## src/rtl/nonce_job_scheduler.sv

```systemverilog
`timescale 1ns/1ps
// Job scheduler for the 8-way nonce search core: queues host jobs,
// launches the core, holds job data steady and collects tagged results.
module nonce_job_scheduler #(
    parameter int unsigned JOB_DEPTH   = 2,
    parameter int unsigned RES_DEPTH   = 2,
    parameter logic [31:0] WDOG_CYCLES = 32'h2000_0100
) (
    input  logic         clk,
    input  logic         reset_n,
    input  logic         flush,
    input  logic         job_valid,
    output logic         job_ready,
    input  logic [95:0]  job_m_data,
    input  logic [255:0] job_initial_h,
    input  logic [3:0]   job_hash_id,
    input  logic [31:0]  job_dify,
    output logic         core_start,
    output logic [95:0]  core_m_data,
    output logic [255:0] core_initial_h,
    output logic [3:0]   core_hash_id,
    output logic [31:0]  core_dify,
    input  logic         core_busy,
    input  logic         core_success,
    input  logic [31:0]  core_nonce,
    output logic         res_valid,
    input  logic         res_ready,
    output logic [37:0]  res_data,
    output logic         sched_running,
    output logic [15:0]  jobs_done
);

    localparam int unsigned JAW = $clog2(JOB_DEPTH);
    localparam int unsigned RAW = $clog2(RES_DEPTH);
    localparam int unsigned JPW = JAW + 1;
    localparam int unsigned RPW = RAW + 1;

    typedef struct packed {
        logic [95:0]  m_data;
        logic [255:0] initial_h;
        logic [3:0]   hash_id;
        logic [31:0]  dify;
    } job_t;

    typedef enum logic [1:0] {
        S_IDLE,
        S_LAUNCH,
        S_ARM,
        S_RUN
    } state_e;

    state_e       state_q, state_d;
    logic [31:0]  wdog_q, wdog_d;
    logic         ready_q, ready_d;
    job_t         held_q, held_d;
    job_t         job_mem_q [JOB_DEPTH];
    job_t         job_mem_d [JOB_DEPTH];
    logic [JAW:0] job_wr_q, job_wr_d;
    logic [JAW:0] job_rd_q, job_rd_d;
    logic [37:0]  res_mem_q [RES_DEPTH];
    logic [37:0]  res_mem_d [RES_DEPTH];
    logic [RAW:0] res_wr_q, res_wr_d;
    logic [RAW:0] res_rd_q, res_rd_d;
    logic [15:0]  jobs_done_q, jobs_done_d;

    logic        job_empty, job_full, job_push, job_pop;
    logic        res_empty, res_full, res_push, res_pop;
    logic [37:0] res_word;

    assign job_empty = (job_wr_q == job_rd_q);
    assign job_full  = (job_wr_q[JAW] != job_rd_q[JAW]) &&
                       (job_wr_q[JAW-1:0] == job_rd_q[JAW-1:0]);
    assign res_empty = (res_wr_q == res_rd_q);
    assign res_full  = (res_wr_q[RAW] != res_rd_q[RAW]) &&
                       (res_wr_q[RAW-1:0] == res_rd_q[RAW-1:0]);

    assign job_ready = ready_q & ~job_full & ~flush;
    assign job_push  = job_valid & job_ready;
    assign res_valid = ~res_empty;
    assign res_pop   = res_ready & ~res_empty;
    assign res_data  = res_mem_q[res_rd_q[RAW-1:0]];

    assign core_start     = (state_q == S_LAUNCH);
    assign sched_running  = (state_q != S_IDLE);
    assign core_m_data    = held_q.m_data;
    assign core_initial_h = held_q.initial_h;
    assign core_hash_id   = held_q.hash_id;
    assign core_dify      = held_q.dify;
    assign jobs_done      = jobs_done_q;

    // Sequencing: pick a job, pulse start, settle, then watch the core.
    always_comb begin
        state_d  = state_q;
        wdog_d   = wdog_q;
        held_d   = held_q;
        job_pop  = 1'b0;
        res_push = 1'b0;
        res_word = '0;
        unique case (state_q)
            S_IDLE: begin
                if (!job_empty && !res_full) begin
                    job_pop = 1'b1;
                    held_d  = job_mem_q[job_rd_q[JAW-1:0]];
                    state_d = S_LAUNCH;
                end
            end
            S_LAUNCH: state_d = S_ARM;
            S_ARM:    state_d = S_RUN;
            S_RUN: begin
                if (!core_busy) begin
                    res_push = 1'b1;
                    res_word = core_success ?
                               {held_q.hash_id, 2'b01, core_nonce} :
                               {held_q.hash_id, 2'b10, 32'h0};
                    wdog_d   = '0;
                    state_d  = S_IDLE;
                end else if (wdog_q == WDOG_CYCLES - 32'd1) begin
                    res_push = 1'b1;
                    res_word = {held_q.hash_id, 2'b11, 32'h0};
                    wdog_d   = '0;
                    state_d  = S_IDLE;
                end else begin
                    wdog_d = wdog_q + 32'd1;
                end
            end
            default: state_d = S_IDLE;
        endcase
        if (flush) begin
            state_d  = S_IDLE;
            wdog_d   = '0;
            held_d   = held_q;
            job_pop  = 1'b0;
            res_push = 1'b0;
        end
    end

    // Queue pointers, storage and the completed-job counter.
    always_comb begin
        ready_d     = 1'b1;
        job_mem_d   = job_mem_q;
        job_wr_d    = job_wr_q + JPW'(job_push);
        job_rd_d    = job_rd_q + JPW'(job_pop);
        res_mem_d   = res_mem_q;
        res_wr_d    = res_wr_q + RPW'(res_push);
        res_rd_d    = res_rd_q + RPW'(res_pop);
        jobs_done_d = jobs_done_q + 16'(res_push);
        if (job_push) begin
            job_mem_d[job_wr_q[JAW-1:0]] =
                '{job_m_data, job_initial_h, job_hash_id, job_dify};
        end
        if (res_push) begin
            res_mem_d[res_wr_q[RAW-1:0]] = res_word;
        end
        if (flush) begin
            job_rd_d = job_wr_q;
        end
    end

    // State register with asynchronous active-low reset.
    always_ff @(posedge clk or negedge reset_n) begin
        if (!reset_n) begin
            state_q     <= S_IDLE;
            wdog_q      <= '0;
            ready_q     <= 1'b0;
            held_q      <= '0;
            job_mem_q   <= '{default: '0};
            job_wr_q    <= '0;
            job_rd_q    <= '0;
            res_mem_q   <= '{default: '0};
            res_wr_q    <= '0;
            res_rd_q    <= '0;
            jobs_done_q <= '0;
        end else begin
            state_q     <= state_d;
            wdog_q      <= wdog_d;
            ready_q     <= ready_d;
            held_q      <= held_d;
            job_mem_q   <= job_mem_d;
            job_wr_q    <= job_wr_d;
            job_rd_q    <= job_rd_d;
            res_mem_q   <= res_mem_d;
            res_wr_q    <= res_wr_d;
            res_rd_q    <= res_rd_d;
            jobs_done_q <= jobs_done_d;
        end
    end

endmodule

```

## config.mk

```make
export PLATFORM = sky130hd
export DESIGN_NAME = nonce_job_scheduler
export DESIGN_NICKNAME = d
export VERILOG_FILES = /design/src/rtl/nonce_job_scheduler.sv
export SDC_FILE = /design/constraint.sdc
export NUM_CORES = 2
export LEC_CHECK = 0
export CORE_MARGIN = 2
export CORE_UTILIZATION = 35
export DETAILED_ROUTE_END_ITERATION = 10
export PLACE_DENSITY = 0.67
export SLEW_MARGIN = 40
export SYNTH_ARGS = -nofsm -noshare
export SYNTH_HDL_FRONTEND = slang
export SYNTH_SLANG_ARGS = --single-unit
```

## constraint.sdc

```tcl
create_clock -name clk -period 3.75 [get_ports clk]
set_input_delay 0.9375 -clock clk [delete_from_list [all_inputs] [get_ports clk]]
set_output_delay 0.9375 -clock clk [all_outputs]
set_load 0.05 [all_outputs]
```

Yosys cells after proc, flatten, opt, wreduce, memory -nomap -nowiden
Cells that the tools add are included.

cells by class
  $lt $le $gt $ge = 6
  bitwise gates (word level) = 11
  multiplexer cells = 33
  equal/unequal tests = 12
  reduce and logical (&&, ||, !) cells = 12
  $add $sub $neg = 6

operator list
  cell                   number
  $mux 388               4
  $bwmux 776             1
  $demux 388 s1          1
  $mux 38                7
  $mux 32                4
  $bwmux 76              1
  $demux 38 s1           1
  $mux 34                1
  $add 32x1->32 const B  1
  $eq 32x30->1 const B   1
  $add 16x1->16          1
  $mux 2                 5
  $add 2x1->2            4
  $ge 2x2->1 const B     4
  $not 1->2              4
  $pmux 2 s4             1
  $mux 1                 7
  $logic_and 1x1->1      5
  $and 1x1->1            4
  $eq 2x2->1             2
  $eq 2x2->1 const B     2
  $lt 2x1->1 const B     2
  $ne 4x4->1 const B     1
  $reduce_bool 2->1      2
  other kinds (9)        14

word-level totals
  output and inout bits = 446
  input port bits = 427
  logic and storage cells = 102
  flip-flop bits (word level) = 1299

Depth between registers and ports, before layout
  depth after elaboration = 9
  mapped depth = 12

Worst setup path after synthesis
Ideal clock, no wire load.

  kind = input -> register
  from = in flush
  to = reg job_mem_q[755] in the netlist's numbering
  cell stages on the path = 9
  path slack = -0.133 ns
  setup time = 0.125 ns
  arrival time = 3.758 ns
  cell sequence = clkbuf_1 > nand2b_1 > a21oi_1 > and2_1 > ha_1 > clkbuf_1 > buf_1 > buf_1 > mux2_2

between the ends
  word-level cells in the longest chain between the ends = 3

ends and longest elaborated chain
  item                    line  text
  start: declaration      11    input logic flush,
  $not 1->1 (no line)     n/a
  $and 1x1->1             77    assign job_ready = ready_q & ~job_full & ~flush;
  named net job_ready     13    output logic job_ready,
  $and 1x1->1             78    assign job_push = job_valid & job_ready;
  end signal: assignment  178   job_mem_q <= job_mem_d;
  end: declaration        56    job_t job_mem_q [JOB_DEPTH];

The timed path passes the listed nets, and every way through them passes these cells.
A chain may end at the register's enable or synchronous reset.

Worst setup path after layout
  from = reg res_rd_q[0]
  to = out res_data[14]

between the ends
  word-level cells in the longest chain between the ends = 4

ends and longest elaborated chain
  item                                        line  text
  start: declaration                          63    logic [RAW:0] res_rd_q, res_rd_d;
  start signal: assignment                    183   res_rd_q <= res_rd_d;
  $not 1->2 (implied by the code)             81    assign res_data = res_mem_q[res_rd_q[RAW-1:0]];
  $mux 38 (implied by the code) (3 in a row)  81
  end: declaration                            28    output logic [37:0] res_data,

Every way passes these cells. The select of a mux whose other input is x is not followed.

==> flow_metrics.py <==
metrics = {
    "drt": {
        "drtIter0Drc": 1511,
        "ant_nets": 0,
        "vias_per_cell": 4.850,
        "vias": 34410,
        "wl_per_cell_um": 20.55,
        "drt_pass1_iterations": 4,
        "wl_um": 145800,
        "remaining_drc_errors": 0,
    },
    "cells_and_area": {
        "final_area_um2": 69370,
        "final_nets": 5381,
        "drive_gt1_share_pct": 22.56,
        "final_common_cell": "dfrtp_1",
        "layout_common_cells": "dfrtp_1, clkdlybuf4s50_1, mux2_2, nand2_1, mux2i_1",
        "fill_cells": 13410,
        "final_cells": 7094,
        "area_delta_synth_final_pct": 31.29,
    },
    "cts": {
        "h-tree-depth": 4,
        "clk_pin_slew_ps": 60,
        "cts_setup_buffers": 0,
        "clockBufferDepth": 3,
        "clkSinkCount": 1299,
        "cts_tree": "yes",
        "cts_buffers": 147,
        "worstSkewPairLatency_ps": 770,
        "clock-root-buffer": "clkbuf_16",
        "cts_hold_buf": 0,
    },
    "min_path": {
        "worstHoldPathType": "input pin to async pin",
    },
    "die": {
        "die_h_um": 392.5,
        "start_util_pct": 35.28,
        "ios": 873,
        "die_w_um": 392.5,
        "die_area_um2": 154100,
        "rows": 142,
        "coreArea_um2": 149800,
    },
    "timing": {
        "period_minus_slack_ps": 3616,
        "fmax_ghz": 0.2765,
        "hold_slack_ps": 61.13,
        "hold_violations": 0,
        "tightestPinTransition_ps": 820.1,
        "post-route-period-util_pct": 96.43,
        "slew_viol_final": 0,
        "rsz0062_at_grt": "no",
        "skew_ps": 47.98,
        "relSlewSlack_pct": 45.33,
        "setup_tns_ps": 0,
        "setup_viol": 0,
    },
    "critical_path": {
        "rrSetupSlack_ps": 600,
        "worstPathMaxFanout": 32,
        "max_stage_delay_ps": 820,
        "slowest_stage": "clkdlybuf4s50_1",
        "path_buf_inv": 2,
        "worstPathCellList": "buf_4 -> nand2_1 -> o21ai_0 -> clkdlybuf4s50_1",
        "reg2reg_from": "wdog_q[0]",
        "start_kind": "flip-flop",
        "cp.required_ps": 2810,
        "crit_arrival_ps": 2680,
        "worst_r2r_path_depth": 9,
        "critPathTopFamily": "buffers and inverters",
        "cp-end-kind": "output port",
        "worstSetupPathType": "flip-flop to output port",
        "endpoint": "res_data[14]",
        "worstSetupStartpoint": "res_rd_q[0]",
        "path_depth": 4,
        "reg2reg_to": "res_mem_q[34]",
    },
    "pwr": {
        "vdd_drop_max_v": 0.0006104,
        "power.density_nw_per_um2": 956.6,
        "leakage_uw": 0.03067,
    },
    "flow_run": {
        "maxCapViolCount": 0,
    },
    "synthesis": {
        "syn_area_per_cell_um2": 13.01,
        "yosys_warnings": 0,
        "ys_seq_area_share_pct": 61.52,
        "syn_nets": 4502,
        "synth_area_um2": 52830,
        "synth-async-reset-ratio_pct": 100.0,
        "yosysTopAreaCell": "dfrtp_1",
        "synth_top_area_share_pct": 61.52,
        "synth_edf_count": 0,
        "netlist_top_cells_area": "dfrtp_1, mux2_2, mux2i_1, o21ai_0, nand2_1",
        "synth-seq-cells": 1299,
        "synthCells": 4061,
        "yosysUniqueCellTypes": 47,
        "synth_flop_cell": "dfrtp_1",
    },
    "placed_design": {
        "port_buffers": 872,
        "post_dp_cell_area_um2": 64280,
        "gp_congestion": 0.8276,
        "dp.cells": 6805,
        "dp_hpwl_um": 102600,
    },
    "global_route": {
        "antenna_found_initial": 38,
        "grt.total_usage_pct": 18.52,
        "grt-ovfl-total": 0,
        "grt_pass1_wl_um": 217900,
        "grt_max_degree": 163,
        "grt_pass1_vias": 35250,
    },
    "status": {
        "status": "finished clean",
    },
}
-- where the power goes --
part,total [uW],switching [uW],internal (uW)
Combinational,27800,16700,11100
Sequential,24000,3480,20500
Clock,14500,6010,8510
-- repair_timing --
action / CTS / global route
hold endpoints to repair: 0 / 0
endpoints found under the setup margin: 29 / 9
gates resized for setup: 18 / 9
pin swaps: 0 / 0
-- synthesized netlist by cell type (2+ instances only) --
cell type,number
a21o_1,4
a21oi_1,24
a31oi_1,17
and2_1,5
and3_1,6
and4_1,8
buf_1,30
buf_2,15
buf_6,40
clkbuf_1,175
dfrtp_1,1299
ha_1,14
inv_1,92
mux2_2,777
mux2i_1,388
nand2_1,456
nand2b_1,5
nand3_1,86
nand4_1,15
nor2_1,11
nor3_1,6
nor4_1,10
o211ai_1,2
o21a_1,2
o21ai_0,361
o21ai_1,149
o22ai_1,13
o31a_1,2
or3_1,7
xnor2_1,17
xor2_1,9
-- registers in the layout, summed over array words and instances (netlist names) --
name,cells
core_initial_h,256
core_dify,32
job_mem_q,776
wdog_q,32
core_m_data,96
jobs_done,16
res_mem_q,76
res_rd_q,2
res_wr_q,2
ready_q,1
job_wr_q,2
job_rd_q,2
core_hash_id,4
state_q,2
-- cell families (layout without fill, tap and decap cells) --
family,after synthesis,count (layout),synth area share (%)
fa+ha+maj,14,14,0.3315
xor+xnor,26,26,0.4310
simple gates,624,624,5.035
buf+inv,353,1345,3.119
flops,1299,1299,61.52
compound gates,579,579,5.641
other cells,1,26,0.007098
mux,1165,1165,23.91
-- layer usage --
metal | up-vias | track usage [%] | wire, um
li1 | 15910 | - | -
met1 | 17520 | 22.58 | 59070
met2 | 727 | 30.96 | 73060
met3 | 229 | 5.103 | 9035
met4 | 20 | 7.405 | 4485
met5 | - | 0 | 120
-- metrics by stage --
step	total power [uW]	util (%)	setup WS (ps)
after global routing	70160	46.31	1.583
after detailed placement	52410	42.92	292.8
final	66360	46.31	134.0
after CTS	67160	46.22	3.772
after floorplan	42890	-	202.1
after global placement	51620	42.90	264.1
-- worst register-to-register path, cell delays in order, from the launching register on --
cell and delay [ps]:
dfrtp_1 440, ha_1 310, and4_1 330, nand4_1 160, o21ai_0 300, nand2_1 90, nor2_1 370, ha_2 450
nand3_1 340, o22ai_1 250
-- worst min-delay path by stage --
stage / start / end / slack [ps] / cells after the start
finish: reset_n / job_mem_q[363] / 60 / 1
global route: reset_n / job_mem_q[363] / 20 / 1
CTS: reset_n / core_initial_h[3] / 160 / 1
detailed placement: core_initial_h[240] / core_initial_h[240] / 470 / 2
global placement: core_initial_h[6] / core_initial_h[6] / 460 / 2
floorplan: wdog_q[31] / wdog_q[31] / 450 / 1
-- final cells by class --
cell class,count,area (um2),area share [%]
flip-flops and latches,1299,32510,46.87
multi-input cells,2409,18720,26.99
repair buffers,991,10240,14.76
clock buffers,217,4334,6.248
well taps,2016,2522,3.636
clock inverters,45,626.9,0.9037
inverters,92,345.3,0.4978
diodes,25,62.56,0.09019
(Power assumes the default switching activity.)
